==> src/rtl/step_pulse_shaper_if.sv <==
// Step/dir event inputs, pulse timing controls and pin/status outputs of the STEP/DIR pulse shaper.
// The master modport is the profile-generator side; the slave modport is the shaper itself.
interface step_pulse_shaper_if #(
    parameter int DEPTH = 4,
    parameter int TW    = 16,
    parameter int POS_W = 32
);
    localparam int AW = $clog2(DEPTH);

    logic                    step_in;
    logic                    dir_in;
    logic [TW-1:0]           dir_setup_len;
    logic [TW-1:0]           pulse_len;
    logic [TW-1:0]           low_len;
    logic                    err_clear;
    logic                    step_out;
    logic                    dir_out;
    logic signed [POS_W-1:0] position;
    logic [AW:0]             pending;
    logic                    busy;
    logic                    overflow;

    modport master (
        output step_in, dir_in, dir_setup_len, pulse_len, low_len, err_clear,
        input  step_out, dir_out, position, pending, busy, overflow
    );

    modport slave (
        input  step_in, dir_in, dir_setup_len, pulse_len, low_len, err_clear,
        output step_out, dir_out, position, pending, busy, overflow
    );
endinterface

==> src/rtl/step_pulse_shaper.sv <==
// Turns queued single-cycle step events into STEP/DIR pin pulses with DIR setup, STEP high and low times.
// Step in -> STEP rise after the next edge when no reversal; a full FIFO drops the step and sets overflow.
module step_pulse_shaper #(
    parameter int DEPTH = 4,
    parameter int TW    = 16,
    parameter int POS_W = 32
) (
    input  logic               clk,
    input  logic               reset,
    step_pulse_shaper_if.slave bus
);
    localparam int AW = $clog2(DEPTH);

    localparam logic [AW:0]      FULL    = (AW+1)'(DEPTH);
    localparam logic [AW:0]      CNT_ONE = (AW+1)'(1);
    localparam logic [AW-1:0]    PTR_ONE = AW'(1);
    localparam logic [TW-1:0]    T_ONE   = TW'(1);
    localparam logic [POS_W-1:0] POS_ONE = POS_W'(1);

    localparam logic [1:0] ST_IDLE  = 2'd0;
    localparam logic [1:0] ST_SETUP = 2'd1;
    localparam logic [1:0] ST_HIGH  = 2'd2;
    localparam logic [1:0] ST_LOW   = 2'd3;

    logic [1:0]       state_q,    state_d;
    logic [TW-1:0]    timer_q,    timer_d;
    logic             step_out_q, step_out_d;
    logic             dir_out_q,  dir_out_d;
    logic             overflow_q, overflow_d;
    logic [POS_W-1:0] pos_q,      pos_d;
    logic [DEPTH-1:0] fifo_q,     fifo_d;
    logic [AW-1:0]    wr_ptr_q,   wr_ptr_d;
    logic [AW-1:0]    rd_ptr_q,   rd_ptr_d;
    logic [AW:0]      count_q,    count_d;

    logic             pop;
    logic             push;
    logic             head;
    logic [POS_W-1:0] pos_step;

    // A programmed length of zero still occupies its state for one cycle.
    function automatic logic [TW-1:0] len_or_one(input logic [TW-1:0] len);
        return (len == '0) ? T_ONE : len;
    endfunction

    assign head     = fifo_q[rd_ptr_q];
    assign pos_step = dir_out_q ? POS_ONE : '1;

    always_comb begin
        state_d    = state_q;
        timer_d    = timer_q;
        step_out_d = step_out_q;
        dir_out_d  = dir_out_q;
        pos_d      = pos_q;
        pop        = 1'b0;
        case (state_q)
            ST_IDLE: begin
                if (count_q != '0) begin
                    pop = 1'b1;
                    if (head == dir_out_q) begin
                        step_out_d = 1'b1;
                        pos_d      = pos_q + pos_step;
                        state_d    = ST_HIGH;
                        timer_d    = len_or_one(bus.pulse_len);
                    end else begin
                        // DIR only ever moves here, so it is stable for the whole pulse and low time.
                        dir_out_d  = head;
                        state_d    = ST_SETUP;
                        timer_d    = len_or_one(bus.dir_setup_len);
                    end
                end
            end
            ST_SETUP: begin
                if (timer_q == T_ONE) begin
                    step_out_d = 1'b1;
                    pos_d      = pos_q + pos_step;
                    state_d    = ST_HIGH;
                    timer_d    = len_or_one(bus.pulse_len);
                end else begin
                    timer_d    = timer_q - T_ONE;
                end
            end
            ST_HIGH: begin
                if (timer_q == T_ONE) begin
                    step_out_d = 1'b0;
                    state_d    = ST_LOW;
                    timer_d    = len_or_one(bus.low_len);
                end else begin
                    timer_d    = timer_q - T_ONE;
                end
            end
            default: begin
                if (timer_q == T_ONE) begin
                    state_d    = ST_IDLE;
                end else begin
                    timer_d    = timer_q - T_ONE;
                end
            end
        endcase
    end

    always_comb begin
        push       = bus.step_in && ((count_q != FULL) || pop);
        overflow_d = overflow_q;
        if (bus.step_in && !push) begin
            overflow_d = 1'b1;
        end else if (bus.err_clear) begin
            overflow_d = 1'b0;
        end
        fifo_d = fifo_q;
        if (push) begin
            fifo_d[wr_ptr_q] = bus.dir_in;
        end
        wr_ptr_d = push ? (wr_ptr_q + PTR_ONE) : wr_ptr_q;
        rd_ptr_d = pop  ? (rd_ptr_q + PTR_ONE) : rd_ptr_q;
        case ({push, pop})
            2'b10:   count_d = count_q + CNT_ONE;
            2'b01:   count_d = count_q - CNT_ONE;
            default: count_d = count_q;
        endcase
    end

    always_ff @(posedge clk) begin
        if (reset) begin
            state_q    <= ST_IDLE;
            timer_q    <= '0;
            step_out_q <= 1'b0;
            dir_out_q  <= 1'b0;
            overflow_q <= 1'b0;
            pos_q      <= '0;
            fifo_q     <= '0;
            wr_ptr_q   <= '0;
            rd_ptr_q   <= '0;
            count_q    <= '0;
        end else begin
            state_q    <= state_d;
            timer_q    <= timer_d;
            step_out_q <= step_out_d;
            dir_out_q  <= dir_out_d;
            overflow_q <= overflow_d;
            pos_q      <= pos_d;
            fifo_q     <= fifo_d;
            wr_ptr_q   <= wr_ptr_d;
            rd_ptr_q   <= rd_ptr_d;
            count_q    <= count_d;
        end
    end

    assign bus.step_out = step_out_q;
    assign bus.dir_out  = dir_out_q;
    assign bus.position = pos_q;
    assign bus.pending  = count_q;
    assign bus.overflow = overflow_q;
    assign bus.busy     = (state_q != ST_IDLE) || (count_q != '0);
endmodule

==> src/flat_wrapper.sv <==
// flat-port wrapper written by rule: the top's interface ports become plain ports
module step_pulse_shaper_flat 
#(
    parameter int DEPTH = 4,
    parameter int TW    = 16,
    parameter int POS_W = 32
)
  (clk, reset, bus_step_in, bus_dir_in, bus_dir_setup_len, bus_pulse_len, bus_low_len, bus_err_clear, bus_step_out, bus_dir_out, bus_position, bus_pending, bus_busy, bus_overflow);
  step_pulse_shaper_if #(.DEPTH(DEPTH), .TW(TW), .POS_W(POS_W)) bus_i ();
  input  logic clk;
  input  logic reset;
  input wire logic [$bits(bus_i.step_in)-1:0] bus_step_in;
  input wire logic [$bits(bus_i.dir_in)-1:0] bus_dir_in;
  input wire logic [$bits(bus_i.dir_setup_len)-1:0] bus_dir_setup_len;
  input wire logic [$bits(bus_i.pulse_len)-1:0] bus_pulse_len;
  input wire logic [$bits(bus_i.low_len)-1:0] bus_low_len;
  input wire logic [$bits(bus_i.err_clear)-1:0] bus_err_clear;
  output wire logic [$bits(bus_i.step_out)-1:0] bus_step_out;
  output wire logic [$bits(bus_i.dir_out)-1:0] bus_dir_out;
  output wire logic [$bits(bus_i.position)-1:0] bus_position;
  output wire logic [$bits(bus_i.pending)-1:0] bus_pending;
  output wire logic [$bits(bus_i.busy)-1:0] bus_busy;
  output wire logic [$bits(bus_i.overflow)-1:0] bus_overflow;
  assign bus_i.step_in = bus_step_in;
  assign bus_i.dir_in = bus_dir_in;
  assign bus_i.dir_setup_len = bus_dir_setup_len;
  assign bus_i.pulse_len = bus_pulse_len;
  assign bus_i.low_len = bus_low_len;
  assign bus_i.err_clear = bus_err_clear;
  assign bus_step_out = bus_i.step_out;
  assign bus_dir_out = bus_i.dir_out;
  assign bus_position = bus_i.position;
  assign bus_pending = bus_i.pending;
  assign bus_busy = bus_i.busy;
  assign bus_overflow = bus_i.overflow;
  step_pulse_shaper #(.DEPTH(DEPTH), .TW(TW), .POS_W(POS_W)) u_core (.clk(clk), .reset(reset), .bus(bus_i));
endmodule
==> config.mk <==
export PLATFORM = sky130hd
export DESIGN_NAME = step_pulse_shaper_flat
export DESIGN_NICKNAME = d
export VERILOG_FILES = /design/src/rtl/step_pulse_shaper_if.sv /design/src/rtl/step_pulse_shaper.sv /design/src/flat_wrapper.sv
export SDC_FILE = /design/constraint.sdc
export NUM_CORES = 1
export LEC_CHECK = 0
export ABC_AREA = 1
export CAP_MARGIN = 20
export CORE_MARGIN = 1.5
export CORE_UTILIZATION = 60
export CTS_CLUSTER_DIAMETER = 150
export DETAILED_ROUTE_END_ITERATION = 8
export DONT_BUFFER_PORTS = 1
export GPL_ROUTABILITY_DRIVEN = 0
export PLACE_DENSITY = 0.73
export SKIP_CTS_REPAIR_TIMING = 1
export SLEW_MARGIN = 20
export SYNTH_ARGS = -nofsm -noshare
export SYNTH_HDL_FRONTEND = slang
export SYNTH_SLANG_ARGS = --single-unit
==> constraint.sdc <==
create_clock -name clk -period 5.6 [get_ports clk]
set_clock_uncertainty 0.2 [all_clocks]
set_input_delay 0.84 -clock clk [delete_from_list [all_inputs] [get_ports clk]]
set_output_delay 0.84 -clock clk [all_outputs]
set_load 0.01 [all_outputs]
# After elaboration in Yosys (flattened, before gate mapping)
# Index checks and enable logic that the tools add are counted.
[classes]
add_sub_neg = 6
n_lt_le_gt_ge = 3
eq_ne = 12
mux = 35
n_bitwise = 1
n_reduce_logical = 22
[op_table]
columns = ["cell", "n"]
rows = [
  ["2-to-1 mux 16 bit", 8],
  ["2-to-1 mux 32 bit", 4],
  ["one-hot mux 32 bit (2 select lines)", 1],
  ["logical NOT 16 bit", 3],
  ["one-hot mux 16 bit (3 select lines)", 1],
  ["adder 32 bit", 1],
  ["== test 16 x 1 -> 1 bit (second input constant)", 1],
  ["subtractor 16 x 1 -> 16 bit (second input constant)", 1],
  ["2-to-1 mux 1 bit", 10],
  ["2-to-1 mux 2 bit", 5],
  ["nonzero test 2 bit", 5],
  ["!= test 2 x 1 -> 1 bit (second input constant)", 4],
  ["AND reduction 4 bit", 2],
  ["less-than comparator 2 x 3 -> 1 bit (second input constant)", 2],
  ["one-hot mux 2 bit (3 select lines)", 1],
  ["one-hot mux 3 bit (2 select lines)", 1],
  ["nonzero test 3 bit", 2],
  ["AND reduction 5 bit", 1],
  ["adder 2 x 1 -> 2 bit (second input constant)", 2],
  ["bitwise mux 4 bit", 1],
  ["== test 2 x 1 -> 1 bit (second input constant)", 2],
  ["== test 2 bit (second input constant)", 2],
  ["!= test 4 bit (second input constant)", 1],
  ["adder 3 x 1 -> 3 bit (second input constant)", 1],
  ["other kinds (14)", 17],
]
[totals]
register_bits = 64
input_bits = 53
output_inout_bits = 39
elab_cells = 89

# Longest topological paths before layout
# Gate-level depths: netlist (run 1).
[logic_depth]
depth_word = 8
depth_mapped = 17
depth_no_buf = 16

# Least setup slack after synthesis (run 1)
# OpenSTA, ideal clock, no wires.
[synth_path]
path_type = "register -> register"
startpoint = "register u_core.dir_out_q, in the netlist u_core.bus.dir_out"
endpoint = "register u_core.pos_q[21], in the netlist u_core.bus.position[21]"
setup_time_ns = 0.109
arrival_ns = 2.349
required_time_ns = 5.291
path_slack_ns = 2.943
path_stages_with_launch = 13
n_path_buf = 0
period_less_slack_ns = 2.657
cell_sequence = "dfxtp_1 -> inv_1 -> ha_1 -> a21oi_1 -> nand2_1 -> a21oi_1 -> o21ai_0 -> nand3_1 -> nand2_1 -> nand2_1 -> nand3_1 -> nand2_1 -> inv_1"
[synth_via]
elab_chain_cells = 5
word_cells_on_any_way = 9
classes_between = "1 x add/sub; 2 x eq/ne; 5 x mux; 1 x reduce/logical"
[synth_rtl]
columns = ["element", "line", "text"]
rows = [
  ["start, declared", "step_pulse_shaper.sv:28", "logic dir_out_q, dir_out_d;"],
  ["start signal, assigned", "step_pulse_shaper.sv:139", "dir_out_q <= dir_out_d;"],
  ["2-to-1 mux 32 bit", "step_pulse_shaper.sv:47", "assign pos_step = dir_out_q ? POS_ONE : '1;"],
  ["adder 32 bit", "step_pulse_shaper.sv:62, step_pulse_shaper.sv:76", ""],
  ["2-to-1 mux 32 bit", "step_pulse_shaper.sv:60", "if (head == dir_out_q) begin"],
  ["2-to-1 mux 32 bit", "step_pulse_shaper.sv:58", "if (count_q != '0) begin"],
  ["one-hot mux 32 bit (2 select lines)", "step_pulse_shaper.sv:56", "case (state_q)"],
  ["end signal, assigned", "step_pulse_shaper.sv:141", "pos_q <= pos_d;"],
  ["end, declared", "step_pulse_shaper.sv:30", "logic [POS_W-1:0] pos_q, pos_d;"],
]
# Several ways; a longest one is shown, not always the timed one. The select of a mux whose other input is x is not followed.
# A chain may end at the register's enable or synchronous reset.

# Final worst setup path (run 1)
[layout_path]
startpoint = "register u_core.dir_out_q, in the netlist u_core.bus.dir_out"
endpoint = "register u_core.pos_q[29], in the netlist u_core.bus.position[29]"
# The elaborated chain is that of the path after synthesis.

==> results of run 1 <==
## critical path: stages, from the launching register on
cell and delay [ps]:
dfxtp_1 490, inv_2 330, ha_1 460, nand2_1 130
nor2_1 200, nand2_1 70, o21ai_0 520, nand2_1 210
nand3_1 130, nand3_1 90, nand2_1 80, inv_1 30
## sequential cells by signal, summed over array words and instances (netlist names)
signal / flops
u_core.bus.position: 32
u_core.timer_q: 16
u_core.fifo_q: 4
u_core.bus.pending: 3
u_core.rd_ptr_q: 2
u_core.state_q: 2
u_core.wr_ptr_q: 2
u_core.bus.dir_out: 1
u_core.bus.overflow: 1
u_core.bus.step_out: 1
## cells by family after synthesis
family / count (synthesis) / share of synthesized area, %
AND/OR/NAND/NOR: 479 / 36.9
AO/OA/AOI/OAI: 189 / 18.2
buffers and inverters: 119 / 8.79
XOR/XNOR: 24 / 3.71
adder cells (fa/ha/maj): 43 / 9.76
flip-flops: 64 / 22.6
## synth_stat cells (2+ instances only)
| cell | instances |
|---|---|
| fa_1 | 2 |
| o21ai_1 | 12 |
| ha_1 | 41 |
| nor3_1 | 5 |
| nor3_4 | 2 |
| buf_6 | 4 |
| inv_2 | 4 |
| nand2_4 | 3 |
| xnor2_1 | 6 |
| nand2_1 | 227 |
| a21o_1 | 5 |
| o21ai_4 | 2 |
| buf_4 | 4 |
| nor2_4 | 7 |
| o21a_1 | 5 |
| nand3_2 | 2 |
| nand3_1 | 70 |
| nor4_1 | 12 |
| o21bai_1 | 6 |
| inv_1 | 94 |
| nand2_2 | 2 |
| clkbuf_1 | 9 |
| nor2_2 | 4 |
| o21ai_0 | 56 |
| nand4_1 | 11 |
| nor2_1 | 129 |
| xor2_1 | 18 |
| buf_2 | 3 |
| a21oi_1 | 91 |
| a31oi_1 | 5 |
| a22oi_1 | 5 |
| dfxtp_1 | 64 |
## routing by layer
metal  part of all wire [%]  wire length [um]  up-vias
li1                       -                 -     3021
met1                     40              6320     2676
met2                     48              7600      247
met3                    7.6              1210       60
met4                    4.7               747        0
met5                      0                 0        -
## how the worst max path moves through the flow
stage                                     from                              endpoint  slack [ps]  depth (start not counted)
4_1_cts        u_core.bus.dir_out$_SDFFE_PP0P_  u_core.bus.position[29]$_SDFFE_PP0P_        2220                         11
2_1_floorplan  u_core.bus.dir_out$_SDFFE_PP0P_  u_core.bus.position[21]$_SDFFE_PP0P_        2940                         12
3_3_place_gp   u_core.bus.dir_out$_SDFFE_PP0P_  u_core.bus.position[29]$_SDFFE_PP0P_        2330                         11
3_5_place_dp   u_core.bus.dir_out$_SDFFE_PP0P_  u_core.bus.position[29]$_SDFFE_PP0P_        2250                         11
6_report       u_core.bus.dir_out$_SDFFE_PP0P_  u_core.bus.position[29]$_SDFFE_PP0P_        2530                         11
5_1_grt        u_core.bus.dir_out$_SDFFE_PP0P_  u_core.bus.position[22]$_SDFFE_PP0P_        2180                         11
## final cells by class
type                       count  area [um^2]
fill                         917         3290
sequential                    64         1280
clock buffer                   9          124
tap                          111          139
multi-input combinational    735         3890
inverter                      99          374
clock inverter                 7          100
## stage by stage
step / instances / instance area (um^2)
floorplan: 918 / 5670
global placement: 1009 / 5680
detailed placement: 1009 / 5680
CTS: 1025 / 5910
global route: 1025 / 5910
finish: 1025 / 5910
==> reports/qor.txt, run 1 <==
Tot GR Track Use: 32.2%
Hold Crit Class: register to register
Register bit total from synthesis: 64
Setup crit end kind: register
HPWL after detailed placement: 12300 um
Gr busiest metal: met2
Commonest non-fill, non-tap cells in the layout: nand2_1, nor2_1, inv_1
Reg2reg path depth: 11
Initial core utilization: 61.6%
Wire per inst: 15.5 um
Chip height: 100 um
Max Fanout on Critical Path: 33
Layout cells sized above 1: 4.81%
CTS buffer count: 9
Status: completed
Setup CP Type: register to register
Reg clk slew, reported paths: 90 ps
Synth Instances: 918
FF-to-FF End: u_core.bus.position[29]$_SDFFE_PP0P_
Largest net degree at the start of global routing: 45
Core Region: 0.00920 mm^2
Remaining DRCs: 0
Via density: 5.86
Clk root buf: clkbuf_8
Met2 usage: 58.2%
Average size of a mapped cell: 6.17 um^2
Hold Vio Cnt, Final: 0
Synthesized area: 0.00567 mm^2
Min-Delay Endpoint: u_core.fifo_q[2]$_SDFFE_PP0P_
Commonest non-fill, non-tap cell in the layout: nand2_1
Top-area cell type share of the netlist area: 22.6%
Clock Tree Buf Depth: 2
Crit start category: register
Core Util, Final: 64.2%
Hold Slack: 262 ps
Setup TNS: 0 ps
Async SR Flop Fraction: 0%
Cell variety after synth: 40
Detailed Routing Iterations Pass 1: 7
First-pass GRT wire length: 26100 um
Clk sink count: 64
MaxCap Viol Count: 0
Syn Nets: 1014
Total gr overflow: 0
Via count: 6004
Worst-Skew Late Latency: 350 ps
I/O Buffers: 0
Cell taking the most area after synthesis: dfxtp_1
Rel. slew slack: 31.0%
Width of the die: 100 um
Post-layout min period: 3070 ps
Top area cells in the synthesized netlist: dfxtp_1, nand2_1, ha_1
RSZ-0062 raised after global routing: no
DRT iter0 DRCs: 294
Worst slew pin tran: 1030 ps
I/O pin cnt: 92
Vias in the first global route: 5805
Number of synthesized flops with an enable pin: 0
Fmax: 0.326 GHz
Rows: 35
R2R Setup Slk: 2530 ps
Fin. max-slew vios: 0
Ys flop type: dfxtp_1
Hold Path Origin: u_core.fifo_q[2]$_SDFFE_PP0P_
Hold Path Stages: 2
Reg2reg start: u_core.bus.dir_out$_SDFFE_PP0P_
Worst slack, placed: 2250 ps
Nets: 1005
Met3 Use GR: 5.85%
CTS H-tree lvls: 3
Detail Route Antenna Nets: 0
Required @ worst endpoint: 5640 ps
TritonCTS clock tree: done
Routed wire length: 15900 um
Count of final setup violators: 0
Diodes inserted: 0
Initial antenna violation count: 0
Sequential share of the synthesized area: 22.6%
Worst path arrival time: 3110 ps
Synth Warn #: 0
Worst setup margin: 2530 ps
Fin crit share: 54.8%
Die area: 0.0100 mm^2
Met1 Use GR: 36.7%
Syn-to-layout area delta: 4.22%
Power of run 1 is left out: the tool's default activity adds up to more than one toggle a clock period on the data nets, which glitch-free logic cannot reach.
==> run 2, diff against run 1 <==
- ABC_AREA: 1 -> 0
- clock period: 5.6 -> 2.9 ns (I/O delays scaled with it)
==> run 2 against run 1 <==
Sequential cell count stayed put. The flow now finishes with violations (setup timing). Via count is 11% lower. First-iteration DRC count is 55% higher. Design area is 7.8% higher. Critical path type unchanged. Non-clock buffer count is 91 higher. Setup slack worse by 2700 ps. Core utilization is 14 points higher. Final cell count is 20% lower. Count of clock-buffer cells in the layout is 1 higher. Global-route usage is 1.2 points lower. Area after synthesis is 11% lower.
==> reports/qor.txt, run 2 <==
Int Power: 0.00452 W
CTS H-tree lvls: 3
Async SR Flop Fraction: 0%
LEAKAGE: 2.60 nW
Wire per inst: 17.8 um
Synth Warn #: 0
Sequential share of the synthesized area: 25.3%
Die area: 0.00899 mm^2
Tot GR Track Use: 31.0%
Top-count cell post-synth: dfxtp_1
Worst slew pin tran: 719 ps
Fin crit share: 105%
Rel. slew slack: 51.9%
First-pass GRT wire length: 22500 um
Fmax: 0.328 GHz
Max rail drop VDD: 750 uV
Core Region: 0.00818 mm^2
Core Util, Final: 77.9%
Cell taking the most area after synthesis: dfxtp_1
Diodes inserted: 0
Fin. max-slew vios: 0
Register share of total power: 16.6%
Synthesized area: 0.00506 mm^2
I/O Buffers: 0
CTS buffer count: 9
Count of final setup violators: 3
Via count: 5323
Status: finished, violations left
Detailed Routing Iterations Pass 1: 8
Via density: 6.52
Number of synthesized flops with an enable pin: 0
Total gr overflow: 0
Reg clk slew, reported paths: 80 ps
Required @ worst endpoint: 2960 ps
Clk root buf: clkbuf_8
TritonCTS clock tree: done
Pwr dens: 1320 mW/mm^2
Remaining DRCs: 0
Worst-Skew Late Latency: 350 ps
Top area cells in the synthesized netlist: dfxtp_1, ha_1, a21oi_1
Initial core utilization: 61.8%
Initial antenna violation count: 0
RSZ-0062 raised after global routing: yes
Width of the die: 94.8 um
Clock power frac: 10.8%
Setup CP Type: register to register
Setup crit end kind: register
Syn Nets: 729
Rows: 33
Vias in the first global route: 4963
Hold Vio Cnt, Final: 0
Failing checks: setup timing
Clock Tree Buf Depth: 2
Worst slack, placed: -278 ps
Top-area cell type share of the netlist area: 25.3%
Max reg flops: 32
Commonest non-fill, non-tap cell in the layout: buf_4
Cell variety after synth: 67
Max Fanout on Critical Path: 21
Worst path arrival time: 3100 ps
Clk sink count: 64
Chip height: 94.8 um
Routed wire length: 14500 um
Commonest non-fill, non-tap cells in the layout: buf_4, dfxtp_1, nand2_1
MaxCap Viol Count: 0
Average size of a mapped cell: 7.99 um^2
HPWL after detailed placement: 10000 um
Detail Route Antenna Nets: 0
P_sw: 0.00392 W
Post-layout min period: 3040 ps
Post-synth top cells: dfxtp_1, nand2_1, a21oi_1
Ys flop type: dfxtp_1
Layout cells sized above 1: 23.5%
Hold Crit Class: input pin to register
Register bit total from synthesis: 64
Syn-to-layout area delta: 25.9%
Combinational Power Share: 72.6%
I/O pin cnt: 92
Worst setup margin: -145 ps
Net Sw Frac: 46.5%
Synth Instances: 633
DRT iter0 DRCs: 457
Largest net degree at the start of global routing: 78
Nets: 803
Hold Slack: 26.3 ps
Crit start category: register
==> run 2: final timing paths <==
| kind | cells after the start | slack, ps | from | end |
|---|---|---|---|---|
| max reg2reg | 12 | -140 | u_core.bus.dir_out$_SDFFE_PP0P_ | u_core.bus.position[29]$_SDFFE_PP0P_ |
| max | 12 | -140 | u_core.bus.dir_out$_SDFFE_PP0P_ | u_core.bus.position[29]$_SDFFE_PP0P_ |
| min reg2reg | 2 | 250 | u_core.fifo_q[3]$_SDFFE_PP0P_ | u_core.fifo_q[3]$_SDFFE_PP0P_ |
| min | 2 | 30 | bus_step_in | u_core.bus.overflow$_SDFFE_PP0P_ |
==> run 2: critical path: stages, from the launching register on <==
cell        delay (ps)
dfxtp_2            350
clkinvlp_4         100
buf_12             170
ha_4               310
o211ai_1           130
a21oi_1            250
nand2_1            140
buf_4              180
o21ai_4            190
a2111oi_4           90
or3_1              340
a21o_1             180
a311oi_2           310
==> run 2: layout make-up <==
type                            instances  area [um^2]
Multi-Input combinational cell        520         3880
Timing Repair Buffer                   91          762
Inverter                               21         82.6
Sequential cell                        64         1280
Clock buffer                           10          138
Fill cell                             576         1810
Clock inverter                          6         92.6
Tap cell                              105          131
==> run 2: power groups by stage <==
stage | logic (W) | registers, W | clock network, W
floorplan | 0.00372 | 0.00137 | 0
global placement | 0.00519 | 0.00139 | 0
detailed placement | 0.00532 | 0.00140 | 0
CTS | 0.00538 | 0.00139 | 0.000916
global route | 0.00668 | 0.00144 | 0.000957
finish | 0.00612 | 0.00140 | 0.000911
==> run 2: metal layers <==
layer / share of wire, % / routed length, um / track usage, % / vias to the layer above
li1: - / - / - / 2536
met1: 43 / 6210 / 39.2 / 2542
met2: 48 / 6960 / 51.7 / 210
met3: 6.7 / 966 / 7.00 / 35
met4: 2.5 / 368 / 10.6 / 0
met5: 0 / 0 / 0 / -
==> run 2: cell families (layout without fill, tap and decap cells) <==
| kind of cell | Yosys count | after routing | synth area share, % |
|---|---|---|---|
| AO/OA/AOI/OAI | 207 | 207 | 28.0 |
| XOR/XNOR | 31 | 31 | 5.37 |
| AND/OR/NAND/NOR | 233 | 233 | 24.5 |
| adder cells (fa/ha/maj) | 43 | 43 | 10.9 |
| multiplexers | 6 | 6 | 1.46 |
| flip-flops | 64 | 64 | 25.3 |
| buffers and inverters | 49 | 128 | 4.36 |
==> run 2: through the flow <==
stage | TNS, ps | std cells | area [um^2] | power, W
detailed placement | -1150 | 797 | 5760 | 0.00673
global placement | -104 | 797 | 5760 | 0.00658
CTS | -1260 | 813 | 5990 | 0.00768
global route | -1390 | 817 | 6370 | 0.00907
finish | -284 | 817 | 6370 | 0.00843
floorplan | -3060 | 633 | 5080 | 0.00509
Note: power is estimated with default switching activity, not from simulation.
==> run 3, diff against run 2 <==
- clock period: 2.9 -> 3 ns (I/O delays scaled with it)
==> run 3 against run 2 <==
The flow finishes with violations (DRC). Via count down 2.3%. Global-route usage fell by 0.77 points. Design area is 6.3% lower. Worst hold slack gained 6.4 ps. Power fell by 11%. Die area did not move. Critical path depth fell by 4. Largest cell class unchanged.
==> reports/qor.txt, run 3 (same netlist as run 2, synthesis figures left out) <==
Commonest non-fill, non-tap cells in the layout: dfxtp_1, nand2_1, buf_4
Die area: 0.00899 mm^2
Hold Slack: 32.7 ps
Layout cells sized above 1: 18.5%
Clk sink count: 64
Vias in the first global route: 4779
Worst path arrival time: 3090 ps
Hold Crit Class: input pin to register
DRT iter0 DRCs: 416
Syn-to-layout area delta: 18.0%
Status: finished, violations left
P_sw: 0.00357 W
Hold Vio Cnt, Final: 0
Pwr dens: 1260 mW/mm^2
Detailed Routing Iterations Pass 1: 9
Int Power: 0.00397 W
Met2 usage: 49.5%
Tot GR Track Use: 30.3%
Post-layout min period: 3000 ps
Reg clk slew, reported paths: 70 ps
TritonCTS clock tree: done
Remaining DRCs: 1
First-pass GRT wire length: 21700 um
Via count: 5201
Dpl cells: 770
Rel. slew slack: 67.3%
Rows: 33
Routed wire length: 14000 um
Crit start category: register
Largest net degree at the start of global routing: 78
Initial antenna violation count: 0
Via density: 6.58
Core Region: 0.00818 mm^2
Chip height: 94.8 um
Nets: 776
Register share of total power: 18.1%
CTS buffer count: 9
Met3 Use GR: 5.07%
Setup CP Type: register to register
Initial core utilization: 61.8%
Setup crit end kind: register
Power, Total: 0.00754 W
Diodes inserted: 0
RSZ-0062 raised after global routing: yes
MaxCap Viol Count: 0
HPWL after detailed placement: 9940 um
Clock power frac: 10.6%
Worst-Skew Late Latency: 360 ps
Clock Tree Buf Depth: 2
Non-filler cells, final: 790
Fin crit share: 99.9%
I/O pin cnt: 92
Width of the die: 94.8 um
Fin. max-slew vios: 0
Detail Route Antenna Nets: 0
Met1 Use GR: 39.2%
Core Util, Final: 73.0%
Total gr overflow: 0
Worst slew pin tran: 489 ps
Commonest non-fill, non-tap cell in the layout: dfxtp_1
Required @ worst endpoint: 3100 ps
Clk root buf: clkbuf_8
Count of final setup violators: 0
Failing checks: DRC
I/O Buffers: 0
CTS H-tree lvls: 3
Wire per inst: 17.7 um
Net Sw Frac: 47.4%
Fmax: 0.334 GHz
LEAKAGE: 2.43 nW
Combinational Power Share: 71.3%
Gr busiest metal: met2
Max reg flops: 32
Max Fanout on Critical Path: 7
Max rail drop VDD: 731 uV
-- run 3: layout make-up --
| cell class | instances | area (um^2) |
|---|---|---|
| Clock buffer | 12 | 155 |
| Clock inverter | 4 | 52.6 |
| Fill cell | 652 | 2210 |
| Inverter | 21 | 82.6 |
| Multi-Input combinational cell | 520 | 3730 |
| Sequential cell | 64 | 1280 |
| Tap cell | 105 | 131 |
| Timing Repair Buffer | 64 | 536 |
-- run 3: path summary, 6_finish.rpt --
path | start | endpoint | slack, ps | cells past startpoint
min | bus_dir_in | u_core.fifo_q[3]$_SDFFE_PP0P_ | 30 | 2
max reg2reg | u_core.timer_q[3]$_SDFFE_PP0P_ | u_core.bus.position[30]$_SDFFE_PP0P_ | 3 | 8
min reg2reg | u_core.fifo_q[3]$_SDFFE_PP0P_ | u_core.fifo_q[3]$_SDFFE_PP0P_ | 250 | 2
max | u_core.timer_q[3]$_SDFFE_PP0P_ | u_core.bus.position[30]$_SDFFE_PP0P_ | 3 | 8
-- run 3: critical path, cell delays in order (launching register included) --
cell,delay (ps)
dfxtp_1,370
or4_4,570
or3_4,410
nor2_8,170
nand2_4,70
a211o_1,370
buf_4,210
o41ai_1,390
a211o_1,180
-- run 3: per-stage QoR --
| step | instance area (um^2) | setup TNS (ps) | setup WS, ps |
|---|---|---|---|
| CTS | 5750 | -230 | -122 |
| floorplan | 5080 | -1780 | -340 |
| global placement | 5540 | 0 | 32.0 |
| global route | 5970 | -467 | -128 |
| finish | 5970 | 0 | 2.99 |
| detailed placement | 5540 | -69.0 | -40.8 |
-- run 3: power by group through the flow --
stage                     clock (W)  combinational (W)  sequential (W)
after floorplan                   0            0.00360         0.00132
after global placement            0            0.00477         0.00137
after detailed placement          0            0.00490         0.00138
after CTS                  0.000810            0.00495         0.00136
after global routing       0.000842            0.00593         0.00140
final                      0.000801            0.00537         0.00136
-- run 3: metal layers --
layer / up-vias / routed length [um]
met5: - / 0
met4: 0 / 285
met3: 29 / 997
met2: 220 / 6790
met1: 2470 / 5920
li1: 2482 / -
